**src/rtl/blockram_access_ctrl.sv**
```systemverilog
// Request/response front end for a synchronous block RAM: issues reads and writes,
// and returns read data and evicted (pre-write) entries through 2-deep credited FIFOs.

module blockram_access_ctrl_fifo #(
    parameter int W = 64
) (
    input  logic         clk_in,
    input  logic         reset_n_in,
    input  logic         issue_in,
    input  logic [W-1:0] entry_in,
    output logic         valid_out,
    output logic [W-1:0] data_out,
    input  logic         ready_in,
    output logic [1:0]   credits_out
);
    logic [1:0][W-1:0] slot;
    logic [1:0]        count;
    logic              inflight;
    logic              pop;
    logic              pop_fifo;
    logic              push;
    logic              push_slot;

    assign credits_out = count + {1'b0, inflight};
    assign valid_out   = (count != 2'd0) || inflight;
    // An in-flight entry is visible straight from the RAM when nothing older is queued.
    assign data_out    = (count != 2'd0) ? slot[0] : (inflight ? entry_in : '0);
    assign pop         = valid_out && ready_in;
    assign pop_fifo    = pop && (count != 2'd0);
    assign push        = inflight && !(pop && count == 2'd0);
    // With an entry in flight, count is at most 1, so one bit selects the tail slot.
    assign push_slot   = count[0] && !pop_fifo;

    always_ff @(posedge clk_in or negedge reset_n_in) begin
        if (!reset_n_in) begin
            slot     <= '0;
            count    <= '0;
            inflight <= 1'b0;
        end else begin
            inflight <= issue_in;
            if (pop_fifo)
                slot[0] <= slot[1];
            if (push)
                slot[push_slot] <= entry_in;
            count <= count + {1'b0, push} - {1'b0, pop_fifo};
        end
    end
endmodule

module blockram_access_ctrl #(
    parameter int SINGLE_ENTRY_SIZE_IN_BITS = 64,
    parameter int NUMBER_SET                = 64,
    parameter int SET_PTR_WIDTH_IN_BITS     = 6
) (
    input  logic                                 clk_in,
    input  logic                                 reset_n_in,
    input  logic                                 read_req_valid_in,
    input  logic [SET_PTR_WIDTH_IN_BITS-1:0]     read_req_addr_in,
    output logic                                 read_req_ready_out,
    input  logic                                 write_req_valid_in,
    input  logic [SET_PTR_WIDTH_IN_BITS-1:0]     write_req_addr_in,
    input  logic [SINGLE_ENTRY_SIZE_IN_BITS-1:0] write_req_data_in,
    output logic                                 write_req_ready_out,
    output logic                                 read_resp_valid_out,
    output logic [SINGLE_ENTRY_SIZE_IN_BITS-1:0] read_resp_data_out,
    input  logic                                 read_resp_ready_in,
    output logic                                 evict_valid_out,
    output logic [SINGLE_ENTRY_SIZE_IN_BITS-1:0] evict_data_out,
    input  logic                                 evict_ready_in,
    output logic                                 ram_read_en_out,
    output logic [SET_PTR_WIDTH_IN_BITS-1:0]     ram_read_set_addr_out,
    input  logic [SINGLE_ENTRY_SIZE_IN_BITS-1:0] ram_read_entry_in,
    output logic                                 ram_write_en_out,
    output logic [SET_PTR_WIDTH_IN_BITS-1:0]     ram_write_set_addr_out,
    output logic [SINGLE_ENTRY_SIZE_IN_BITS-1:0] ram_write_entry_out,
    input  logic [SINGLE_ENTRY_SIZE_IN_BITS-1:0] ram_evict_entry_in
);
    localparam int W = SINGLE_ENTRY_SIZE_IN_BITS;
    localparam int A = SET_PTR_WIDTH_IN_BITS;

    if (NUMBER_SET > (1 << A)) begin : g_cfg_check
        $error("NUMBER_SET does not fit in SET_PTR_WIDTH_IN_BITS");
    end

    logic [1:0] rd_credits;
    logic [1:0] wr_credits;
    logic       rd_fire;
    logic       wr_fire;

    // Ready is held low through reset so nothing issues until credits are known clean.
    assign read_req_ready_out  = reset_n_in && (rd_credits < 2'd2);
    assign write_req_ready_out = reset_n_in && (wr_credits < 2'd2);
    assign rd_fire             = read_req_valid_in && read_req_ready_out;
    assign wr_fire             = write_req_valid_in && write_req_ready_out;

    // The RAM only performs a write when its read port is enabled too.
    always_comb begin
        ram_read_en_out        = rd_fire || wr_fire;
        ram_read_set_addr_out  = '0;
        ram_write_en_out       = wr_fire;
        ram_write_set_addr_out = '0;
        ram_write_entry_out    = '0;
        if (rd_fire)
            ram_read_set_addr_out = read_req_addr_in;
        else if (wr_fire)
            ram_read_set_addr_out = write_req_addr_in;
        if (wr_fire) begin
            ram_write_set_addr_out = write_req_addr_in;
            ram_write_entry_out    = write_req_data_in;
        end
    end

    blockram_access_ctrl_fifo #(.W(W)) u_rd_fifo (
        .clk_in      (clk_in),
        .reset_n_in  (reset_n_in),
        .issue_in    (rd_fire),
        .entry_in    (ram_read_entry_in),
        .valid_out   (read_resp_valid_out),
        .data_out    (read_resp_data_out),
        .ready_in    (read_resp_ready_in),
        .credits_out (rd_credits)
    );

    blockram_access_ctrl_fifo #(.W(W)) u_ev_fifo (
        .clk_in      (clk_in),
        .reset_n_in  (reset_n_in),
        .issue_in    (wr_fire),
        .entry_in    (ram_evict_entry_in),
        .valid_out   (evict_valid_out),
        .data_out    (evict_data_out),
        .ready_in    (evict_ready_in),
        .credits_out (wr_credits)
    );
endmodule
```
**config.mk**
```make
export PLATFORM = sky130hd
export DESIGN_NAME = blockram_access_ctrl
export DESIGN_NICKNAME = d
export VERILOG_FILES = /design/src/rtl/blockram_access_ctrl.sv
export SDC_FILE = /design/constraint.sdc
export NUM_CORES = 1
export LEC_CHECK = 0
export BUFFER_PORTS_ARGS = -buffer_cell sky130_fd_sc_hd__buf_2
export CELL_PAD_IN_SITES_DETAIL_PLACEMENT = 0
export CELL_PAD_IN_SITES_GLOBAL_PLACEMENT = 1
export CORE_MARGIN = 2
export CORE_UTILIZATION = 35
export DETAILED_ROUTE_END_ITERATION = 6
export GPL_TIMING_DRIVEN = 0
export PLACE_DENSITY_LB_ADDON = 0.1
export SYNTH_ARGS = -nofsm -noshare
export SYNTH_HDL_FRONTEND = slang
export SYNTH_SLANG_ARGS = --single-unit
```
**constraint.sdc**
```tcl
create_clock -name clk_in -period 3.05 [get_ports clk_in]
set_input_delay 0.305 -clock clk_in [delete_from_list [all_inputs] [get_ports clk_in]]
set_output_delay 0.305 -clock clk_in [all_outputs]
set_load 0.01 [all_outputs]
```
==> qor.csv, run 1 <==
stage,metric,value,unit
run_status,status,completed,
route,antenna_left,0,
synthesis,syn_nets,1457,
timing,drv_slew,0,
timing,period_share,94.1,%
timing,max_slew_margin,48.0,%
timing,rsz0062_at_grt,no,
timing,final.min_clock_period,2.87,ns
layout,final_common_cell,buf_2,
floorplan,dieArea,41200,um2
worst_setup_path,worst-endpoint-required,2.74,ns
route,remaining_drc_errors,0,
synthesis,yosysUniqueCellTypes,32,
grt,antenna_found_initial,3,
timing,finalClockSkew,0.0140,ns
grt,track_usage,19.7,%
route,dr.pass1.iters,4,
synthesis,synth_seq_cells,262,
run,cap_violations,0,
synthesis,avgSynthCellArea,11.1,um2
pwr,powerDensity,939,nW/um2
worst_setup_path,cp-start-kind,input port,
route,drtIter0Drc,406,
layout,multi_input_area,6750,um2
route,num_vias,11400,
synthesis,ys_async_sr_fraction,100,%
floorplan,num_io_pins,420,
synthesis,yosysSeqAreaShare,47.4,%
synthesis,synth-edff-count,0,
floorplan,start_util,35.7,%
layout,area_growth,37.8,%
clock_tree,cts_buffers,31,
route,wl_per_cell,17.7,um
synthesis,ys.flop_type,dfrtp_1,
floorplan,fp.dieW,203,um
grt,grt_pass1_wl,65100,um
worst_setup_path,arrival,2.56,ns
worst_setup_path,cpMaxStageDelayCell,dlygate4sd3_1,
floorplan,fp-row-count,72,
placed_design,place_congestion,0.775,
route,routed_via_density,4.79,
layout,drive_above_1_share,49.8,%
timing,setup_violations,0,
worst_setup_path,critical_path_class,in2out,
clock_tree,clk_pin_slew,0.06,ns
pwr,ir_worst_vdd,0.502,mV
route,totalWireLength,41900,um
worst_setup_path,cp_max_fo,10,
worst_setup_path,cpLargestDelayFamily,buffers and inverters,
layout,fillers,3671,
synthesis,netlist_area,13800,um2
worst_setup_path,worst_path_most_repeated_cell,buf_16,
timing,worst_pin_slew,0.775,ns
hold_path,min_path_type,in2reg,
clock_tree,root_buffer,clkbuf_16,
worst_setup_path,cp-end-kind,output port,
pwr,p_leak,9.40,nW
synthesis,synthCells,1245,
placed_design,dp_hpwl,29800,um
timing,worst_slack,0.181,ns
synthesis,synth_warnings,0,
worst_setup_path,crit_buf_inv,8,
clock_tree,clk_latency,0.56,ns
timing,hold_viol_final,0,
floorplan,die_h,203,um
grt,grt_max_degree,107,
worst_setup_path,max_stage_delay,0.61,ns
timing,tns,0,ns
timing,hold_ws,0.0337,ns
layout,register_area,6560,um2
clock_tree,cts_tree,yes,
worst_setup_path,crit_path_cell_trace,dlygate4sd3_1 > buf_16 > buf_16 > buf_16 > inv_1 > a211oi_4 > clkbuf_4 > clkbuf_2 > and2_1 > buf_2,
placed_design,pre_cts_ws,-0.244,ns
layout,final_cell_mix,"431 x buf_2, 385 x mux2_2, 263 x nand2_1, 262 x dfrtp_1, 122 x dlygate4sd3_1",
floorplan,fp.coreArea,38800,um2
clock_tree,htree_num_levels,1,
grt,grt_pass1_vias,11900,
placed_design,io_buffers,419,
timing,fmax,349,MHz
clock_tree,cts.path.max_buffers,3,
clock_tree,clock_sinks,262,
grt,grt.overflow.total,0,
layout,final_nets,2038,
## logic make-up (layout without fill, tap and decap cells)
family	after synthesis	in the layout	share of synthesized area, %
flops	262	262	47.4
simple gates	402	402	12.8
buf+inv	97	701	3.96
other cells	0	2	0
mux	390	390	31.7
xor+xnor	4	4	0.253
compound gates	88	88	3.69
fa+ha+maj	2	2	0.181
## cells in the mapped netlist, drive strengths merged (4+ instances only)
master  number  share of area (%)
and2        64                2.9
dfrtp      262                 47
clkbuf      41                1.2
o21ai       68                2.5
a21oi        6               0.22
nand3       65                2.4
o211ai       4               0.42
nand2      263                7.1
mux2       390                 32
a211oi       7               0.42
inv          6               0.16
buf         50                2.6
## worst paths after layout
path | startpoint | end | slack, ns | cells past startpoint
min in group asynchronous | reset_n_in | u_rd_fifo.slot[116] | 0.36 | 3
worst min register to register | u_rd_fifo.slot[74] | u_rd_fifo.slot[74] | 0.49 | 1
worst min-delay path | ram_evict_entry_in[3] | u_ev_fifo.slot[67] | 0.03 | 2
max in group asynchronous | reset_n_in | u_ev_fifo.slot[111] | 1.55 | 6
worst max register to register | u_rd_fifo.count[0] | u_rd_fifo.slot[29] | 0.33 | 8
worst max-delay path | reset_n_in | ram_write_entry_out[29] | 0.18 | 10
## registers in the layout (all words and copies together) (netlist names)
name / count
u_rd_fifo.inflight: 1
u_ev_fifo.inflight: 1
u_ev_fifo.count: 2
u_ev_fifo.slot: 128
u_rd_fifo.slot: 128
u_rd_fifo.count: 2
## power breakdown
part	internal (mW)	switching (mW)	total, mW
Clock	2.19	1.45	3.64
Sequential	5.21	0.789	6.00
Combinational	4.22	4.05	8.26
Total	11.6	6.29	17.9
## per-layer routing
metal | wire, um | global-route usage, % | vias to the layer above
met5 | 27 | 0 | -
met4 | 921 | 4.51 | 4
met3 | 2300 | 3.95 | 60
met2 | 20600 | 34.5 | 277
met1 | 18000 | 25.2 | 5574
li1 | - | - | 5443
## what timing repair did
item / CTS / global route
hold buffers: 119 / 8
cloned: 0 / 1
hold endpoints to repair: 338 / 117
setup buffers: 0 / 0
setup endpoints to repair: 54 / 124
gates resized for setup: 2 / 18
## stage by stage
stage	total power, mW	cells	utilization, %	instance area [um2]
finish	17.9	2369	49.1	19100
global route	19.3	2368	49.1	19100
CTS	18.1	2359	48.6	18900
detailed placement	14.3	2184	42.9	16700
global placement	14.1	2182	42.7	16600
floorplan	11.4	1245	-	13800
## worst register-to-register path, stage by stage (launching register included)
cell	delay [ns]
dfrtp_1	0.44
o21ai_0	0.24
buf_2	0.34
buf_6	0.22
ha_1	0.25
a211o_1	0.12
buf_2	0.26
buf_2	0.36
mux2_2	0.39
## layout make-up
type / count / area share, %
Antenna cell: 2 / 0.0262
Buffer: 90 / 2.80
Timing Repair Buffer: 549 / 18.6
Clock buffer: 51 / 4.98
Sequential cell: 262 / 34.4
Tap cell: 518 / 3.40
Clock inverter: 5 / 0.302
Inverter: 6 / 0.118
Multi-Input combinational cell: 886 / 35.4
(Power assumes the default switching activity.)
==> run 2: changes to the inputs <==
ABC_AREA = 1   (was default)
SKIP_CTS_REPAIR_TIMING = 1   (was default)
==> run 2 against run 1 <==
Die area rose by 0.98%; sequential share of layout area rose by 2.3 points; via count is 24% higher; first-iteration DRC count is 100% higher; critical path type is now reg2out; fmax is 0.33% lower; flip-flop and latch count unchanged; clock skew shrank 0.0048 ns; clock-buffer cell count shrank 9; critical endpoint is now read_resp_data_out[35]; largest cell class is now flip-flops and latches.
==> qor.csv, run 2 <==
stage,metric,value,unit
floorplan,fp.coreArea,39500,um2
placed_design,dp_hpwl,34400,um
timing,tns,0,ns
placed_design,place_congestion,0.848,
clock_tree,htree_num_levels,1,
synthesis,avgSynthCellArea,6.96,um2
worst_setup_path,r2r-end,u_ev_fifo.slot[23],
pwr,p_leak,9.89,nW
synthesis,synthDominantCellAreaShare,46.9,%
timing,max_slew_margin,59.0,%
synthesis,ys_top_cells_by_count,"536 x nand2_1, 338 x inv_1, 262 x dfrtp_1",
floorplan,fp-row-count,73,
grt,antenna_found_initial,8,
grt,grt_pass1_wl,73300,um
pwr,ir_worst_vdd,0.543,mV
floorplan,num_io_pins,420,
route,wl_per_cell,15.7,um
timing,drv_slew,0,
worst_setup_path,arrival,2.57,ns
route,drtIter0Drc,814,
timing,hold_viol_final,0,
worst_setup_path,startpoint,u_rd_fifo.count[0],
pwr,power_frac_clock,19.4,%
synthesis,yosysMostFrequentCell,nand2_1,
worst_setup_path,cp-end-kind,output port,
layout,fillers,4207,
worst_setup_path,reg2reg_slack,0.64,ns
synthesis,ys.flop_type,dfrtp_1,
route,dr.pass1.iters,5,
placed_design,io_buffers,419,
pwr,combPwrFrac,47.7,%
route,remaining_drc_errors,0,
timing,setup_violations,0,
layout,final_cell_count_no_fill,3019,
route,num_vias,14000,
layout,area_growth,27.9,%
synthesis,synth_area_leaders,"dfrtp_1 47%, nand2_1 14%, inv_1 9.1%, o21ai_0 8.2%, o21ai_1 5.7%",
worst_setup_path,crit_path_end,read_resp_data_out[35],
synthesis,syn_nets,2221,
synthesis,yosys.area.top_type,dfrtp_1,
layout,post-route-cell-area,17900,um2
hold_path,min_path_type,in2reg,
pwr,switching_power,7.58,mW
timing,fmax,347,MHz
floorplan,dieArea,41600,um2
timing,finalClockSkew,0.00925,ns
pwr,power,17.7,mW
worst_setup_path,worst-endpoint-required,2.74,ns
clock_tree,root_buffer,clkbuf_16,
worst_setup_path,cp-start-kind,flip-flop,
synthesis,yosysUniqueCellTypes,23,
timing,final.min_clock_period,2.88,ns
synthesis,synth_seq_cells,262,
layout,final_common_cell,nand2_1,
layout,final_nets,2682,
run_status,status,completed,
clock_tree,cts.path.max_buffers,3,
synthesis,synthCells,2009,
layout,drive_above_1_share,23.3,%
pwr,sw_frac_of_total,42.9,%
clock_tree,cts_buffers,29,
run,cap_violations,0,
timing,worst_pin_slew,0.615,ns
synthesis,synth_warnings,0,
layout,reg_top3,"u_ev_fifo.slot x128, u_rd_fifo.slot x128",
pwr,internal_power,10.1,mW
timing,worst_slack,0.171,ns
synthesis,yosysSeqAreaShare,46.9,%
worst_setup_path,r2r-start,u_ev_fifo.count[0],
pwr,seqPwrFrac,32.9,%
placed_design,place_area,16800,um2
route,totalWireLength,47300,um
timing,rsz0062_at_grt,no,
clock_tree,cts_tree,yes,
floorplan,die_h,204,um
layout,final_cell_mix,"536 x nand2_1, 509 x buf_2, 338 x inv_1, 262 x dfrtp_1, 228 x o21ai_0",
grt,grt.overflow.total,0,
worst_setup_path,cp_max_fo,10,
clock_tree,clk_pin_slew,0.06,ns
synthesis,netlist_area,14000,um2
floorplan,start_util,35.4,%
timing,period_share,94.4,%
pwr,powerDensity,988,nW/um2
synthesis,synth-edff-count,0,
placed_design,dp.cells,2955,
route,routed_via_density,4.65,
route,antenna_left,0,
worst_setup_path,r2r_cells,9,
grt,grt_max_degree,98,
placed_design,pre_cts_ws,-0.0962,ns
clock_tree,clock_sinks,262,
grt,grt_pass1_vias,13200,
floorplan,fp.dieW,204,um
grt,track_usage,22.1,%
worst_setup_path,critical_path_class,reg2out,
clock_tree,clk_latency,0.56,ns
synthesis,ys_async_sr_fraction,100,%
## run 2: cell count changes after synthesis, sizes merged, moves of 3 or more
| cell | before | now |
|---|---|---|
| nand3 | 65 | 10 |
| clkbuf | 41 | 33 |
| nor2 | 1 | 202 |
| nand2 | 263 | 537 |
| buf | 50 | 100 |
| inv | 6 | 340 |
| nand2b | 3 | 0 |
| o211ai | 4 | 0 |
| a21oi | 6 | 130 |
| o21ai | 68 | 387 |
| and2 | 64 | 0 |
| mux2 | 390 | 0 |
| a211oi | 7 | 0 |
## run 2: per-layer routing
| layer | part of all wire (%) | up-vias | GRT usage (%) |
|---|---|---|---|
| met5 | 0.18 | - | 0 |
| met4 | 2.4 | 12 | 5.45 |
| met3 | 5.3 | 85 | 4.16 |
| met2 | 46 | 319 | 35.0 |
| met1 | 46 | 6535 | 31.2 |
| li1 | - | 7085 | - |
## run 2: through the flow
step                      util (%)  hold WS [ns]
after floorplan                  -       0.00941
after global placement        42.3         0.468
after detailed placement      42.5         0.332
after CTS                     44.8        -0.270
after global routing          45.2      0.000646
final                         45.2        0.0109
## run 2: critical path: stages, from the launching register on
cell,delay [ns]
dfrtp_1,0.45
nor2_2,0.29
buf_2,0.32
buf_2,0.30
nor2_1,0.07
a21oi_1,0.36
buf_2,0.22
## run 2: kinds of logic after synthesis
family | synth area share, %
flops | 46.9
compound gates | 18.6
fa+ha+maj | 0.179
xor+xnor | 0.251
buf+inv | 13.7
simple gates | 20.4
## run 2: final cells by class
type / count / area [um2] / share of cell area, %
Multi-Input combinational cell: 1274 / 5510 / 30.8
Sequential cell: 262 / 6560 / 36.7
Buffer: 133 / 639 / 3.58
Clock inverter: 11 / 83.8 / 0.469
Timing Repair Buffer: 430 / 2320 / 13.0
Tap cell: 525 / 657 / 3.67
Clock buffer: 42 / 835 / 4.67
Antenna cell: 2 / 5.00 / 0.0280
Inverter: 340 / 1280 / 7.14
## run 2: power by group through the flow
stage                     Sequential [mW]  Combinational [mW]  Clock, mW
final                                5.81                8.42       3.43
after global routing                 6.01                9.63       3.65
after CTS                            5.80                8.52       3.51
after detailed placement             5.85                8.49          0
after global placement               5.81                8.40          0
after floorplan                      5.65                5.33          0
## run 2: how the worst min path moves through the flow
stage / depth (start not counted) / slack [ns] / end / from
2_1_floorplan: 0 / 0.009 / u_ev_fifo.count[0] / reset_n_in
3_3_place_gp: 2 / 0.47 / u_ev_fifo.slot[98] / u_ev_fifo.slot[98]
3_5_place_dp: 1 / 0.33 / u_ev_fifo.slot[10] / reset_n_in
4_1_cts: 1 / -0.27 / u_ev_fifo.slot[10] / reset_n_in
5_1_grt: 3 / 0.0006 / u_ev_fifo.slot[112] / ram_evict_entry_in[48]
6_report: 3 / 0.01 / u_rd_fifo.slot[11] / ram_read_entry_in[11]
